File: src/rtl/output_interface_pkg.sv
// Shared definitions for the AES wrapper byte-serial ports (input loader and
// output streamer): FSM state encodings and default geometry.
package aes_if_pkg;

  localparam int NBYTES_DEF = 16;
  localparam int DW_DEF     = 8;

  // Input-side loader states
  localparam logic [1:0] C_ID = 2'b00;
  localparam logic [1:0] C_SP = 2'b01;
  localparam logic [1:0] C_SK = 2'b10;
  localparam logic [1:0] C_ST = 2'b11;

  // Output-side streamer states
  localparam logic [1:0] O_ID = 2'b00;
  localparam logic [1:0] O_TX = 2'b01;

endpackage

File: src/rtl/output_interface_if.sv
// Host byte port of the AES output streamer: dout/dout_valid/dout_ready.
// Optional even-parity sideband dout_par when OUTPUT_INTERFACE_PARITY_EN is defined.
interface output_interface_if
  import aes_if_pkg::*;
#(
  parameter int DW = DW_DEF
) ();

  logic [DW-1:0] dout;
  logic          dout_valid;
  logic          dout_ready;
`ifdef OUTPUT_INTERFACE_PARITY_EN
  logic          dout_par;

  modport master (output dout, output dout_valid, output dout_par, input dout_ready);
  modport slave  (input dout, input dout_valid, input dout_par, output dout_ready);
`else
  modport master (output dout, output dout_valid, input dout_ready);
  modport slave  (input dout, input dout_valid, output dout_ready);
`endif

endinterface

File: src/rtl/output_interface_edge_rise_det.sv
// Level sampler with rising-edge pulse. The sample register resets to 1 so a
// signal that is already high at reset release does not look like an edge.
module edge_rise_det (
  input  logic clk,
  input  logic rst,
  input  logic din,
  output logic rise
);

  logic sample_q;
  logic sample_d;

  // Next sample is simply the current level.
  always_comb begin
    sample_d = din;
  end

  // Registered copy of din, async active-high reset to 1.
  always_ff @(posedge clk or posedge rst) begin
    if (rst) begin
      sample_q <= 1'b1;
    end else begin
      sample_q <= sample_d;
    end
  end

  assign rise = ~sample_q & din;

endmodule

File: src/rtl/output_interface.sv
// AES return path: captures the 128-bit ciphertext on the engine's busy->done
// edge and streams it MSB byte first over a valid/ready host port.
// Optional OUTPUT_INTERFACE_PARITY_EN adds a registered even-parity bit.
module output_interface
  import aes_if_pkg::*;
#(
  parameter int NBYTES = NBYTES_DEF,
  parameter int DW     = DW_DEF
) (
  input  logic                 clk,
  input  logic                 rst_,
  input  logic                 engine_done,
  input  logic [NBYTES*DW-1:0] cipher_in,
  output_interface_if.master   host,
  output logic                 ct_busy,
  output logic                 block_done,
  output logic                 overrun
);

  localparam int              IDXW = (NBYTES > 1) ? $clog2(NBYTES) : 1;
  localparam logic [IDXW-1:0] LAST = IDXW'(NBYTES - 1);

  logic [1:0]           state_q, state_d;
  logic [IDXW-1:0]      idx_q, idx_d;
  logic [NBYTES*DW-1:0] cap_q, cap_d;
  logic [DW-1:0]        dout_q, dout_d;
  logic                 done_q, done_d;
  logic                 ovr_q, ovr_d;
  logic                 completion;
  logic [IDXW-1:0]      idx_inc;
  logic [DW-1:0]        next_byte;

  edge_rise_det u_eng_edge (
    .clk  (clk),
    .rst  (rst_),
    .din  (engine_done),
    .rise (completion)
  );

  // Byte following the one currently presented (MSB-first order).
  always_comb begin
    idx_inc   = idx_q + IDXW'(1);
    next_byte = '0;
    for (int unsigned i = 0; i < NBYTES; i++) begin
      if (idx_inc == IDXW'(i)) begin
        next_byte = cap_q[(NBYTES-1-i)*DW +: DW];
      end
    end
  end

  // Streaming FSM: capture on completion edge, advance on each accepted byte.
  always_comb begin
    state_d = state_q;
    idx_d   = idx_q;
    cap_d   = cap_q;
    dout_d  = dout_q;
    done_d  = 1'b0;
    ovr_d   = ovr_q;
    case (state_q)
      O_ID: begin
        if (completion) begin
          cap_d   = cipher_in;
          idx_d   = '0;
          dout_d  = cipher_in[NBYTES*DW-1 -: DW];
          state_d = O_TX;
        end
      end
      O_TX: begin
        // A completion while streaming is dropped and flagged.
        if (completion) begin
          ovr_d = 1'b1;
        end
        if (host.dout_ready) begin
          if (idx_q == LAST) begin
            idx_d   = '0;
            dout_d  = '0;
            done_d  = 1'b1;
            state_d = O_ID;
          end else begin
            idx_d  = idx_inc;
            dout_d = next_byte;
          end
        end
      end
      default: begin
        state_d = O_ID;
        idx_d   = '0;
        dout_d  = '0;
      end
    endcase
  end

  // State, capture and output registers with async active-high reset.
  always_ff @(posedge clk or posedge rst_) begin
    if (rst_) begin
      state_q <= O_ID;
      idx_q   <= '0;
      cap_q   <= '0;
      dout_q  <= '0;
      done_q  <= 1'b0;
      ovr_q   <= 1'b0;
    end else begin
      state_q <= state_d;
      idx_q   <= idx_d;
      cap_q   <= cap_d;
      dout_q  <= dout_d;
      done_q  <= done_d;
      ovr_q   <= ovr_d;
    end
  end

`ifdef OUTPUT_INTERFACE_PARITY_EN
  logic par_q;

  // Even parity tracks dout, so it is held whenever dout is held.
  always_ff @(posedge clk or posedge rst_) begin
    if (rst_) begin
      par_q <= 1'b0;
    end else begin
      par_q <= ^dout_d;
    end
  end

  assign host.dout_par = par_q;
`endif

  assign host.dout       = dout_q;
  assign host.dout_valid = (state_q == O_TX);
  assign ct_busy         = (state_q == O_TX);
  assign block_done      = done_q;
  assign overrun         = ovr_q;

endmodule

File: src/flat_wrapper.sv
// flat-port wrapper written by rule: the top's interface ports become plain ports
module output_interface_flat import aes_if_pkg::*;
#(
  parameter int NBYTES = NBYTES_DEF,
  parameter int DW     = DW_DEF
)
  (clk, rst_, engine_done, cipher_in, ct_busy, block_done, overrun, host_dout, host_dout_valid, host_dout_ready);
  output_interface_if #(.DW(DW)) host_i ();
  input  logic clk;
  input  logic rst_;
  input  logic engine_done;
  input  logic [NBYTES*DW-1:0] cipher_in;
  output logic ct_busy;
  output logic block_done;
  output logic overrun;
  output wire logic [$bits(host_i.dout)-1:0] host_dout;
  output wire logic [$bits(host_i.dout_valid)-1:0] host_dout_valid;
  input wire logic [$bits(host_i.dout_ready)-1:0] host_dout_ready;
  assign host_dout = host_i.dout;
  assign host_dout_valid = host_i.dout_valid;
  assign host_i.dout_ready = host_dout_ready;
  output_interface #(.NBYTES(NBYTES), .DW(DW)) u_core (.clk(clk), .rst_(rst_), .engine_done(engine_done), .cipher_in(cipher_in), .host(host_i), .ct_busy(ct_busy), .block_done(block_done), .overrun(overrun));
endmodule
File: config.mk
export PLATFORM = sky130hd
export DESIGN_NAME = output_interface_flat
export DESIGN_NICKNAME = d
export VERILOG_FILES = /design/src/rtl/output_interface_pkg.sv /design/src/rtl/output_interface_if.sv /design/src/rtl/output_interface_edge_rise_det.sv /design/src/rtl/output_interface.sv /design/src/flat_wrapper.sv
export SDC_FILE = /design/constraint.sdc
export NUM_CORES = 1
export LEC_CHECK = 0
export BUFFER_PORTS_ARGS = -buffer_cell sky130_fd_sc_hd__buf_4
export CAP_MARGIN = 20
export CORE_MARGIN = 4
export CORE_UTILIZATION = 50
export DETAILED_ROUTE_END_ITERATION = 16
export PLACE_DENSITY = 0.86
export SKIP_CTS_REPAIR_TIMING = 1
export SLEW_MARGIN = 0
export SYNTH_ARGS = -nofsm -noshare
export SYNTH_HDL_FRONTEND = slang
export SYNTH_SLANG_ARGS = --single-unit
File: constraint.sdc
create_clock -name clk -period 3.9 [get_ports clk]
set_input_delay 0.195 -clock clk [delete_from_list [all_inputs] [get_ports clk]]
set_output_delay 0.195 -clock clk [all_outputs]
set_load 0.02 [all_outputs]
==> impl_results.md, run 1 <==
- P_leak: around 5 nW
- Skew final: approximately 6.0 ps
- Simple-gate area share of the yosys netlist: 28.8%
- Rel. slew slack: a little over two fifths
- Flop pwr share: a little under two fifths
- Failing checks: negative hold slack
- Nets: approximately 1,300
- Slowest stage cell, crit path: ha_1
- CP endpoint kind: register
- Fmax: 331 MHz
- Synth Warn #: 0
- H-tree depth: 4
- Net Switching: ~2.8 mW
- Critical Path, Cell by Cell: ha_1 > nor2_1 > a21o_1 > a32o_1 > mux2i_1 > nand4_1 > o211a_1
- Clock Power Share: between 20% and 30%
- Adder-cell share of the synthesized area: 0.870%
- Worst setup path class: register to register
- CTS Buf Count: 17
- Number of I/O port buffers: about 140
- Post-Route WL: ~26,000 microns
- First-pass GRT wire length: around 35,000 microns
- Vias in the first global route: 6,654
- Final Cycle Share: approximately 78%
- FILL cells: 972
- Mapped Area: a little over 7000 sq um
- Worst-path clk slew: about 60 ps
- Register Area: 3600 sq um
- CTS tree: done
- Post-synthesis sequential area ratio: between 50% and 60%
- Setup_tns: 0 ps
- Complex-gate fraction of the synthesized area: 15.0%
- GR Overflow Total: 0
- Post-route DRC: 0
- WHS: -84.3 ps
- RSZ-0062 raised after global routing: no
- Worst skew pair latency: ~430 ps
- Die area: ~16,000 sq um
- Comb power frac: between 30% and 40%
- Final Wtd Congestion: ~1.0
- Pwr per Cell Area: ~710 nW/um^2
- Final Non-Filler Cells: approximately 1,300
- DP HPWL: about 16,000 microns
- Worst Path Required: around 4200 ps
- Maximum vdd drop: about 470 uV
- Max-cap violations: 0
- Outcome: complete, but fails checks
- Critical path startpoint category: register
- Vias per cell: between 5 and 6
- Synth Area in XOR/XNOR: 0.244%
- Post-synth EDFFs: 0
- Endpoints failing setup: 0
- Initial antenna violation count: 2
- Largest net degree at the start of global routing: approximately 150
- Ys flop type: dfrtp_1
- Post-Syn Nets: around 1,000
- Initial core utilization: about half
- Ys async rst share: 100%
- Final Hold Viols: 47
- Switching Share: 38.4%
- HP Class: input pin to asynchronous set/reset pin
- Antenna Nets Post-Route: 0
- Multiplexer share of the synthesized area: 0.696%
- Syn Area/Cell: 8.00 sq um
- Netlist cell types: 64
- TritonCTS Sinks: ~140
- CP peak stage delay: approximately 770 ps
- Worst Path Max Fanout: 23
- Worst Max-Slew Pin Slew: between 800 and 900 ps
- GRT Overall Usage: 27.5%
- Inst Count DP: approximately 1,200
- Largest family of logic cells by synthesized area: simple AND/OR/NAND/NOR gates
- Clk root buf: clkbuf_16
- Synth Instances: roughly 900
- Row count: between 40 and 50
- Initial DRC Count: 1,104
- Footprint of the multi-input gates: about 3300 sq um
- Clk buf depth: 2
- Vias: 7,589
- Core box area: between 10,000 and 15,000 sq um
- Internal Power: 4.44 mW
- Die height: 128 microns
- Ratio of cells with drive above 1 in the final layout: 17.2%
- Area Growth Syn to Fin: 40.6%
- DR pass1 iterations: 6
- CP arrival: 3340 ps
- DR WL/cell: around 19 microns
- Post-layout util: between 70 and 80%
- Chip width: 128 microns
- Min Tclk post-route: slightly above 3000 ps
- Max Slew Vio Count: 0
- I/O pin count: ~140
- Synthesized flop and latch total: approximately 140
-- worst max-delay path, delay by kind of cell (launching register included) --
| kind | cells | cell delay (ps) |
|---|---|---|
| AOI/OAI and AO/OA | 3 | 1040 |
| adders and majority gates | 1 | 770 |
| DFF | 1 | 540 |
| muxes | 1 | 270 |
| and+or+nand+nor | 2 | 290 |
-- flip-flops by register name, indices dropped and copies added (netlist names) --
| name | cells |
|---|---|
| u_core.block_done | 1 |
| u_core.cap_q | 128 |
| u_core.host.dout | 8 |
| u_core.idx_q | 4 |
| u_core.overrun | 1 |
| u_core.state_q | 1 |
| u_core.u_eng_edge.sample_q | 1 |
-- routing by layer --
metal | track usage [%] | part of all wire, % | vias to the layer above
met5 | 0 | 0 | -
met4 | 10.1 | 5.0 | 0
met3 | 6.75 | 9.6 | 117
met2 | 42.1 | 48 | 484
met1 | 38.2 | 38 | 3573
li1 | - | - | 3415
-- final timing paths --
kind                                  start  slack, ps                  end  cells past startpoint
min reg2reg                u_core.cap_q[75]        480     u_core.cap_q[75]                      2
max                         u_core.idx_q[0]        880  u_core.host.dout[5]                      7
min in group clk              cipher_in[39]        -20     u_core.cap_q[39]                      3
max reg2reg                 u_core.idx_q[0]        880  u_core.host.dout[5]                      7
max in group asynchronous              rst_       3280      u_core.cap_q[7]                      3
min                                    rst_        -80     u_core.cap_q[54]                      3
-- stage by stage --
step | power, mW | worst slack (ps) | cell area, sq um
final | 7.21 | 877 | 10100
after global routing | 7.58 | 676 | 10100
after CTS | 6.98 | 961 | 9030
after detailed placement | 5.07 | 993 | 8350
after global placement | 5.01 | 1050 | 8350
after floorplan | 4.21 | 1690 | 7190
-- cell usage in the layout (no fill, tap or decap), types with 4 or more instances in the layout --
master,n
o32ai_1,5
clkbuf_16,17
nor3_1,8
nor2b_1,5
o211ai_1,5
buf_4,151
o22a_1,4
ha_1,5
a21oi_1,35
dfrtp_1,143
nand4_1,4
and3_1,4
dlygate4sd3_1,107
a22oi_1,7
o31ai_1,4
o21ai_0,27
nor2_1,44
a221oi_1,11
a211oi_1,6
nand3_1,7
o221ai_1,5
o21ai_1,5
nand2_1,423
mux2i_1,5
nand2b_1,6
bufinv_16,6
inv_1,12
o22ai_1,4
-- cells in the mapped netlist, types with 3 or more instances --
library cell	n	area share (%)
nand3_1	7	0.49
and3_1	4	0.35
buf_1	6	0.31
a32o_1	3	0.42
and2_1	3	0.26
o211a_1	3	0.42
a21o_1	3	0.31
mux2i_1	5	0.70
buf_2	16	1.1
o21ai_0	27	1.9
nand2b_1	7	0.61
dfrtp_1	143	50
a221oi_1	11	1.3
or3_1	3	0.26
o22a_1	4	0.49
o211ai_1	5	0.52
nand2_1	423	22
o32ai_1	5	0.61
o22ai_1	4	0.35
o221ai_1	5	0.61
nor2_1	44	2.3
nor2b_1	6	0.52
a21oi_1	35	2.4
nor3_1	8	0.56
nand4_1	4	0.35
a22oi_1	7	0.73
ha_1	5	0.87
nor4_1	3	0.26
a211oi_1	6	0.63
clkbuf_1	33	1.7
o21a_1	3	0.31
inv_1	13	0.68
o21ai_1	5	0.35
o31ai_1	4	0.42
-- cell families (layout without fill, tap and decap cells) --
kind of cell    count (synthesis)  after routing
simple gates                  519            519
mux                             5              5
flops                         144            144
fa+ha+maj                       5              5
compound gates                153            153
buf+inv                        71            305
other cells                     0              3
xor+xnor                        2              2
-- power by group through the flow --
stage	clock network, mW	registers (mW)	logic (mW)
CTS	1.88	2.69	2.41
finish	1.88	2.74	2.59
global route	1.95	2.77	2.86
global placement	0	2.69	2.31
detailed placement	0	2.69	2.38
floorplan	0	2.51	1.71
-- final cells by class --
class,instances,share of cell area (%)
flip-flops and latches,144,35.7
multi-input cells,684,32.6
repair buffers,260,22.2
clock buffers,23,4.73
well taps,180,2.23
clock inverters,9,1.99
inverters,13,0.520
diodes,3,0.0743
(Power assumes the default switching activity.)
==> run 2, diff against run 1 <==
--- a/config.mk
+++ b/config.mk
@@ -8,9 +8,9 @@
 export BUFFER_PORTS_ARGS = -buffer_cell sky130_fd_sc_hd__buf_4
 export CAP_MARGIN = 20
 export CORE_MARGIN = 4
-export CORE_UTILIZATION = 50
+export CORE_UTILIZATION = 55
 export DETAILED_ROUTE_END_ITERATION = 16
-export PLACE_DENSITY = 0.86
+export PLACE_DENSITY = 0.9
 export SKIP_CTS_REPAIR_TIMING = 1
 export SLEW_MARGIN = 0
 export SYNTH_ARGS = -nofsm -noshare
==> constraint.sdc (replaced) <==
create_clock -name clk -period 3 [get_ports clk]
set_input_delay 0.15 -clock clk [delete_from_list [all_inputs] [get_ports clk]]
set_output_delay 0.15 -clock clk [all_outputs]
set_load 0.02 [all_outputs]
==> run 2 against run 1 <==
  * The flow now finishes without violations
  * Sequential share of layout area down 0.81 points
  * Clock power increased by 15%
  * Utilization rose by 9.0 points
  * Worst hold slack better by 180 ps
  * Total power increased by 28%
  * Critical path depth grew 1
  * Largest power group unchanged
==> impl_results.md, run 2 (same netlist as run 1, synthesis figures left out) <==
- Outcome: complete, no violations
- Nets: roughly 1,300
- Endpoints failing setup: 0
- Critical Path, Cell by Cell: ha_1 > or3b_1 > o41a_1 > nor2_1 > a22oi_1 > o21ai_1 > a2111oi_0 > a21oi_1
- Final Hold Viols: 0
- Pwr per Cell Area: 896 nW/um^2
- FILL cells: between 700 and 800
- Final Cycle Share: around 92%
- Maximum vdd drop: about 600 uV
- Ratio of cells with drive above 1 in the final layout: about 18%
- Flop pwr share: about two fifths
- Antenna Nets Post-Route: 0
- Net Switching: around 3.8 mW
- Internal Power: 5.50 mW
- Vias per cell: about 5.8
- Final Wtd Congestion: 0.964
- RSZ-0062 raised after global routing: no
- Min Tclk post-route: between 2000 and 3000 ps
- Post-route DRC: 0
- Cells on Worst Hold Path: 4
- DR pass1 iterations: 6
- Most frequent cells in the layout: nand2_1 (423), buf_4 (162), dfrtp_1 (143)
- Initial core utilization: 56.5%
- Setup_tns: 0 ps
- Initial antenna violation count: 0
- Chip width: ~120 microns
- Area Growth Syn to Fin: 43.9%
- Critical path startpoint category: register
- Row count: 41
- Worst-path clk slew: roughly 60 ps
- Post-Route WL: around 27,000 microns
- Clk buf depth: 2
- Die height: 122 microns
- TritonCTS Sinks: 144
- Largest net degree at the start of global routing: between 100 and 150
- Initial DRC Count: 1,057
- Max FFs per register: 128
- DP HPWL: between 15,000 and 20,000 microns
- Commonest non-fill, non-tap cell in the layout: nand2_1
- Post-layout util: 81.3%
- GRT Overall Usage: about 31%
- Skew final: roughly 12 ps
- CP arrival: 3050 ps
- Vias in the first global route: 6,688
- HP Class: input pin to register
- CTS tree: done
- Die area: 15,000 sq um
- Vias: about 8,000
- CP peak stage delay: 490 ps
- Worst Max-Slew Pin Slew: between 800 and 900 ps
- Worst skew pair latency: roughly 440 ps
- Fmax: approximately 360 MHz
- Switching Share: 40.6%
- CP endpoint kind: register
- WHS: 94.5 ps
- Worst Path Max Fanout: 11
- P_leak: approximately 5.2 nW
- Comb power frac: about two fifths
- CTS Buf Count: 17
- H-tree depth: 4
- Number of I/O port buffers: approximately 140
- Largest register by flop count: u_core.cap_q
- Clk root buf: clkbuf_16
- Worst Path Required: around 3300 ps
- I/O pin count: roughly 140
- Max Slew Vio Count: 0
- First-pass GRT wire length: ~35,000 microns
- Clock Power Share: 23.4%
- DR WL/cell: roughly 20 microns
- GR Overflow Total: 0
- Core box area: 12,700 sq um
- R2R depth: 8
- Rel. slew slack: between 40% and 50%
- Max-cap violations: 0
- Slowest stage cell, crit path: dfrtp_1
- Worst setup path class: register to register
[run 2: cell types whose count changed in the layout (fill, tap and decap cells not counted), moves of 2 or more]
| cell | change |
|---|---|
| clkbuf_1 | -2 |
| clkbuf_8 | -2 |
| bufinv_16 | -4 |
| clkinv_4 | +3 |
| dlygate4sd3_1 | +23 |
| inv_6 | +3 |
| buf_4 | +11 |
| diode_2 | -2 |
[run 2: critical path, delay by kind of cell, from the launching register on]
family / cells / cell delay (ps)
AO/OA/AOI/OAI: 5 / 1350
adder cells (fa/ha/maj): 1 / 380
AND/OR/NAND/NOR: 2 / 410
flip-flops: 1 / 490
[run 2: path summary, 6_finish.rpt]
check	from	end	slack [ps]
max in group asynchronous	rst_	u_core.cap_q[93]	1500
worst max register to register	u_core.idx_q[0]	u_core.host.dout[4]	230
worst max-delay path	u_core.idx_q[0]	u_core.host.dout[4]	230
worst min-delay path	host_dout_ready	u_core.host.dout[3]	90
worst min register to register	u_core.cap_q[102]	u_core.cap_q[102]	480
min in group asynchronous	rst_	u_core.cap_q[54]	470
[run 2: per-stage QoR]
| stage | power (mW) | cells | worst slack [ps] | cell area (sq um) |
|---|---|---|---|---|
| after global routing | 9.70 | 1340 | 82.2 | 10300 |
| after detailed placement | 6.70 | 1178 | 365 | 8440 |
| final | 9.26 | 1341 | 230 | 10300 |
| after floorplan | 5.48 | 899 | 791 | 7190 |
| after CTS | 8.88 | 1210 | 345 | 9040 |
| after global placement | 6.61 | 1178 | 448 | 8440 |
[run 2: power groups by stage]
| stage | combinational, mW | clock, mW | sequential, mW |
|---|---|---|---|
| after floorplan | 2.22 | 0 | 3.26 |
| after global placement | 3.13 | 0 | 3.48 |
| after detailed placement | 3.21 | 0 | 3.49 |
| after CTS | 3.25 | 2.15 | 3.49 |
| after global routing | 3.85 | 2.25 | 3.60 |
| final | 3.54 | 2.16 | 3.56 |
[run 2: area by class of cell]
class	count	area, sq um	share of cell area, %
clock buffer	19	443	4.28
clock inverter	13	153	1.48
antenna	1	2.50	0.0242
sequential	144	3600	34.9
inverter	13	52.6	0.508
tap	172	215	2.08
timing repair buffer	295	2580	24.9
multi-input combinational	684	3290	31.9
[run 2: metal layers]
| metal | share of wire, % | vias up | track usage, % |
|---|---|---|---|
| li1 | - | 3475 | - |
| met1 | 37 | 3735 | 43.3 |
| met2 | 50 | 507 | 48.9 |
| met3 | 8.8 | 109 | 7.24 |
| met4 | 4.1 | 0 | 8.82 |
| met5 | 0 | - | 0 |
==> run 3, diff against run 2 <==
--- a/config.mk
+++ b/config.mk
@@ -5,6 +5,7 @@
 export SDC_FILE = /design/constraint.sdc
 export NUM_CORES = 1
 export LEC_CHECK = 0
+export ABC_AREA = 1
 export BUFFER_PORTS_ARGS = -buffer_cell sky130_fd_sc_hd__buf_4
 export CAP_MARGIN = 20
 export CORE_MARGIN = 4
==> run 3 against run 2 <==
  * The flow now finishes with violations (negative hold slack)
  * First-iteration DRC count down 30%
  * Via count decreased by 17%
  * Combinational power grew 9.9%
  * Fmax rose by 2.1%
  * Largest cell class unchanged
  * Synthesized cell count is 10% lower
  * Worst hold slack lost 130 ps
  * Clock-buffer cell count unchanged
  * Sequential power is 8.4% lower
  * Clock power barely moved
  * Setup slack improved by 58 ps
==> impl_results.md, run 3 <==
- Antenna Nets Post-Route: 0
- R2R depth: 20
- Worst setup path class: register to register
- Worst skew pair latency: ~430 ps
- Initial core utilization: 56.5%
- Post-synth EDFFs: 0
- Max FFs per register: 128
- CP peak stage delay: approximately 440 ps
- Die area: about 15,000 sq um
- Vias per cell: 5.28
- Most frequent cells in the layout: buf_4 (146), dfrtp_1 (143), inv_1 (130)
- CP most frequent cell: nand2_1
- Clk buf depth: 2
- Worst r2r src: u_core.idx_q[0]
- Crit path capture: u_core.host.dout[2]
- Mapped Area: just over 7000 sq um
- Initial DRC Count: between 700 and 800
- Pre-CTS setup slack: roughly 280 ps
- CTS Buf Count: 17
- Worst Path Required: between 3000 and 4000 ps
- Synthesized flop and latch total: around 140
- HP Class: input pin to register
- Slowest stage cell, crit path: dfrtp_1
- Clk root buf: clkbuf_16
- Clock Power Share: about a quarter
- Most numerous cell in the Yosys netlist: dfrtp_1
- Maximum vdd drop: approximately 700 uV
- Synth Instances: roughly 810
- Outcome: complete, but fails checks
- I/O pin count: about 140
- Comb power frac: between 40% and 50%
- GR Overflow Total: 0
- Synth Warn #: 0
- Largest net degree at the start of global routing: about 80
- Failing checks: negative hold slack
- Netlist cell types: 29
- Rel. slew slack: a little over half
- RSZ-0062 raised after global routing: no
- Net Switching: between 3 and 4 mW
- CP arrival: around 3000 ps
- Ys flop type: dfrtp_1
- Area Growth Syn to Fin: 40.0%
- Largest register by flop count: u_core.cap_q
- DR pass1 iterations: 5
- GRT Overall Usage: between 20% and 30%
- Post-route cell area: about 10,000 sq um
- Pwr per Cell Area: approximately 930 nW/um^2
- First-pass GRT wire length: 29,200 microns
- Critical path origin: u_core.idx_q[0]
- Worst Max-Slew Pin Slew: roughly 700 ps
- Die height: 122 microns
- CP endpoint kind: register
- Commonest non-fill, non-tap cell in the layout: buf_4
- Setup ws final: 288 ps
- DR WL/cell: about 17 microns
- Ratio of cells with drive above 1 in the final layout: between 20 and 30%
- Initial antenna violation count: 0
- Post-Syn Nets: 946
- Post-Route WL: approximately 21,000 microns
- Internal Power: 5.69 mW
- Switching Share: between 30 and 40%
- Post-synthesis sequential area ratio: approximately 50%
- Share of the synthesized area in the top cell type: about half
- Max Slew Vio Count: 0
- Setup_tns: 0 ps
- CTS tree: done
- WHS: -31.7 ps
- DP HPWL: around 13,000 microns
- Final Hold Viols: 15
- Row count: between 40 and 50
- Min Tclk post-route: roughly 2700 ps
- Post-synth top cells: dfrtp_1 (143), inv_1 (131), nand2_1 (129)
- N_diodes: 0
- Chip width: roughly 120 microns
- Synth area leaders: dfrtp_1 (50%), mux2_2 (14%), inv_1 (6.8%)
- Worst R2R End: u_core.host.dout[2]
- Core box area: about 13,000 sq um
- Dpl cell area: around 8400 sq um
- TritonCTS Sinks: 144
- Setup slack, reg-to-reg: around 290 ps
- P_leak: about 5.1 nW
- Critical path startpoint category: register
- Endpoints failing setup: 0
- Post-layout util: between 70% and 80%
- Post-route DRC: 0
- Final Cycle Share: 90.4%
- Critical Path, Cell by Cell: ha_1 > xnor2_4 > buf_12 > nand3_4 > o21ai_0 > inv_1 > nand2_1 > nand2_1 > nand2_1 > nand2_1 > nand2_1 > nand3_1 > nand2_1 > nand3_1 > nand3_1 > nand3_1 > nand2_1 > nand2_1 > nand2_1 > a21oi_1
- Skew final: around 7.7 ps
- Vias in the first global route: between 6,000 and 7,000
- Syn Area/Cell: 8.88 sq um
- Yosys top cell by area: dfrtp_1
- Number of I/O port buffers: 143
- Worst Path Max Fanout: 15
- Worst-path clk slew: 60 ps
- Final Wtd Congestion: 0.877
- Ys async rst share: 100%
- H-tree depth: 4
- Vias: roughly 6,500
- Max-cap violations: 0
- Flop pwr share: between 30% and 40%
- Fmax: 369 MHz
- Nets: 1,180
run 3: cell count changes in the layout (fill, tap and decap cells not counted), sizes merged, moves of 11 or more:
cell / previous run / this run
a221oi: 11 / 0
nand3: 7 / 45
buf: 165 / 150
a21oi: 35 / 50
nand2: 424 / 132
inv: 17 / 143
o21ai: 32 / 80
nor2: 45 / 70
mux2: 0 / 87
dlygate4sd3: 130 / 99
run 3: per-layer routing:
metal / vias up / global-route usage, % / wire, microns
met3: 45 / 5.58 / 1420
li1: 3048 / - / -
met2: 313 / 43.1 / 11500
met1: 3080 / 31.7 / 8080
met4: 0 / 9.80 / 450
met5: - / 0 / 0
run 3: area by class of cell:
class / count / area [sq um]
Multi-Input combinational cell: 488 / 2930
Timing Repair Buffer: 249 / 2170
Clock inverter: 13 / 163
Inverter: 143 / 541
Fill cell: 776 / 2660
Clock buffer: 19 / 443
Tap cell: 172 / 215
Sequential cell: 144 / 3600
run 3: critical path, delay by kind of cell (launching register included):
| family | cells | cell delay [ps] |
|---|---|---|
| buffers and inverters | 2 | 230 |
| xor gates and xnor gates | 1 | 230 |
| AOI/OAI and AO/OA | 2 | 300 |
| and+or+nand+nor | 14 | 1110 |
| DFF | 1 | 440 |
| adders and majority gates | 1 | 300 |
run 3: kinds of logic after synthesis:
family	after synthesis	share of synthesized area, %
flip-flops	144	50.2
adder cells (fa/ha/maj)	5	0.871
AND/OR/NAND/NOR	262	15.9
multiplexers	87	13.6
XOR/XNOR	1	0.227
buffers and inverters	177	9.63
AO/OA/AOI/OAI	133	9.60
run 3: worst min path at each step:
stage / from / cells after the start / endpoint
final: cipher_in[29] / 3 / u_core.cap_q[29]
after global routing: cipher_in[14] / 3 / u_core.cap_q[14]
after CTS: engine_done / 1 / u_core.u_eng_edge.sample_q
after detailed placement: engine_done / 1 / u_core.u_eng_edge.sample_q
after global placement: engine_done / 1 / u_core.u_eng_edge.sample_q
after floorplan: engine_done / 0 / u_core.u_eng_edge.sample_q
run 3: power by group through the flow:
stage	combinational (mW)	clock [mW]	sequential (mW)
detailed placement	3.56	0	3.22
floorplan	2.61	0	3.11
finish	3.89	2.19	3.26
global placement	3.43	0	3.20
CTS	3.62	2.17	3.22
global route	4.36	2.27	3.31
run 3: metrics by stage:
stage | power [mW] | std cells | hold slack [ps]
3_3_place_gp | 6.64 | 1096 | 268
3_5_place_dp | 6.79 | 1096 | 270
6_report | 9.34 | 1228 | -31.7
4_1_cts | 9.01 | 1128 | -173
2_1_floorplan | 5.72 | 809 | 154
5_1_grt | 9.95 | 1228 | 3.76
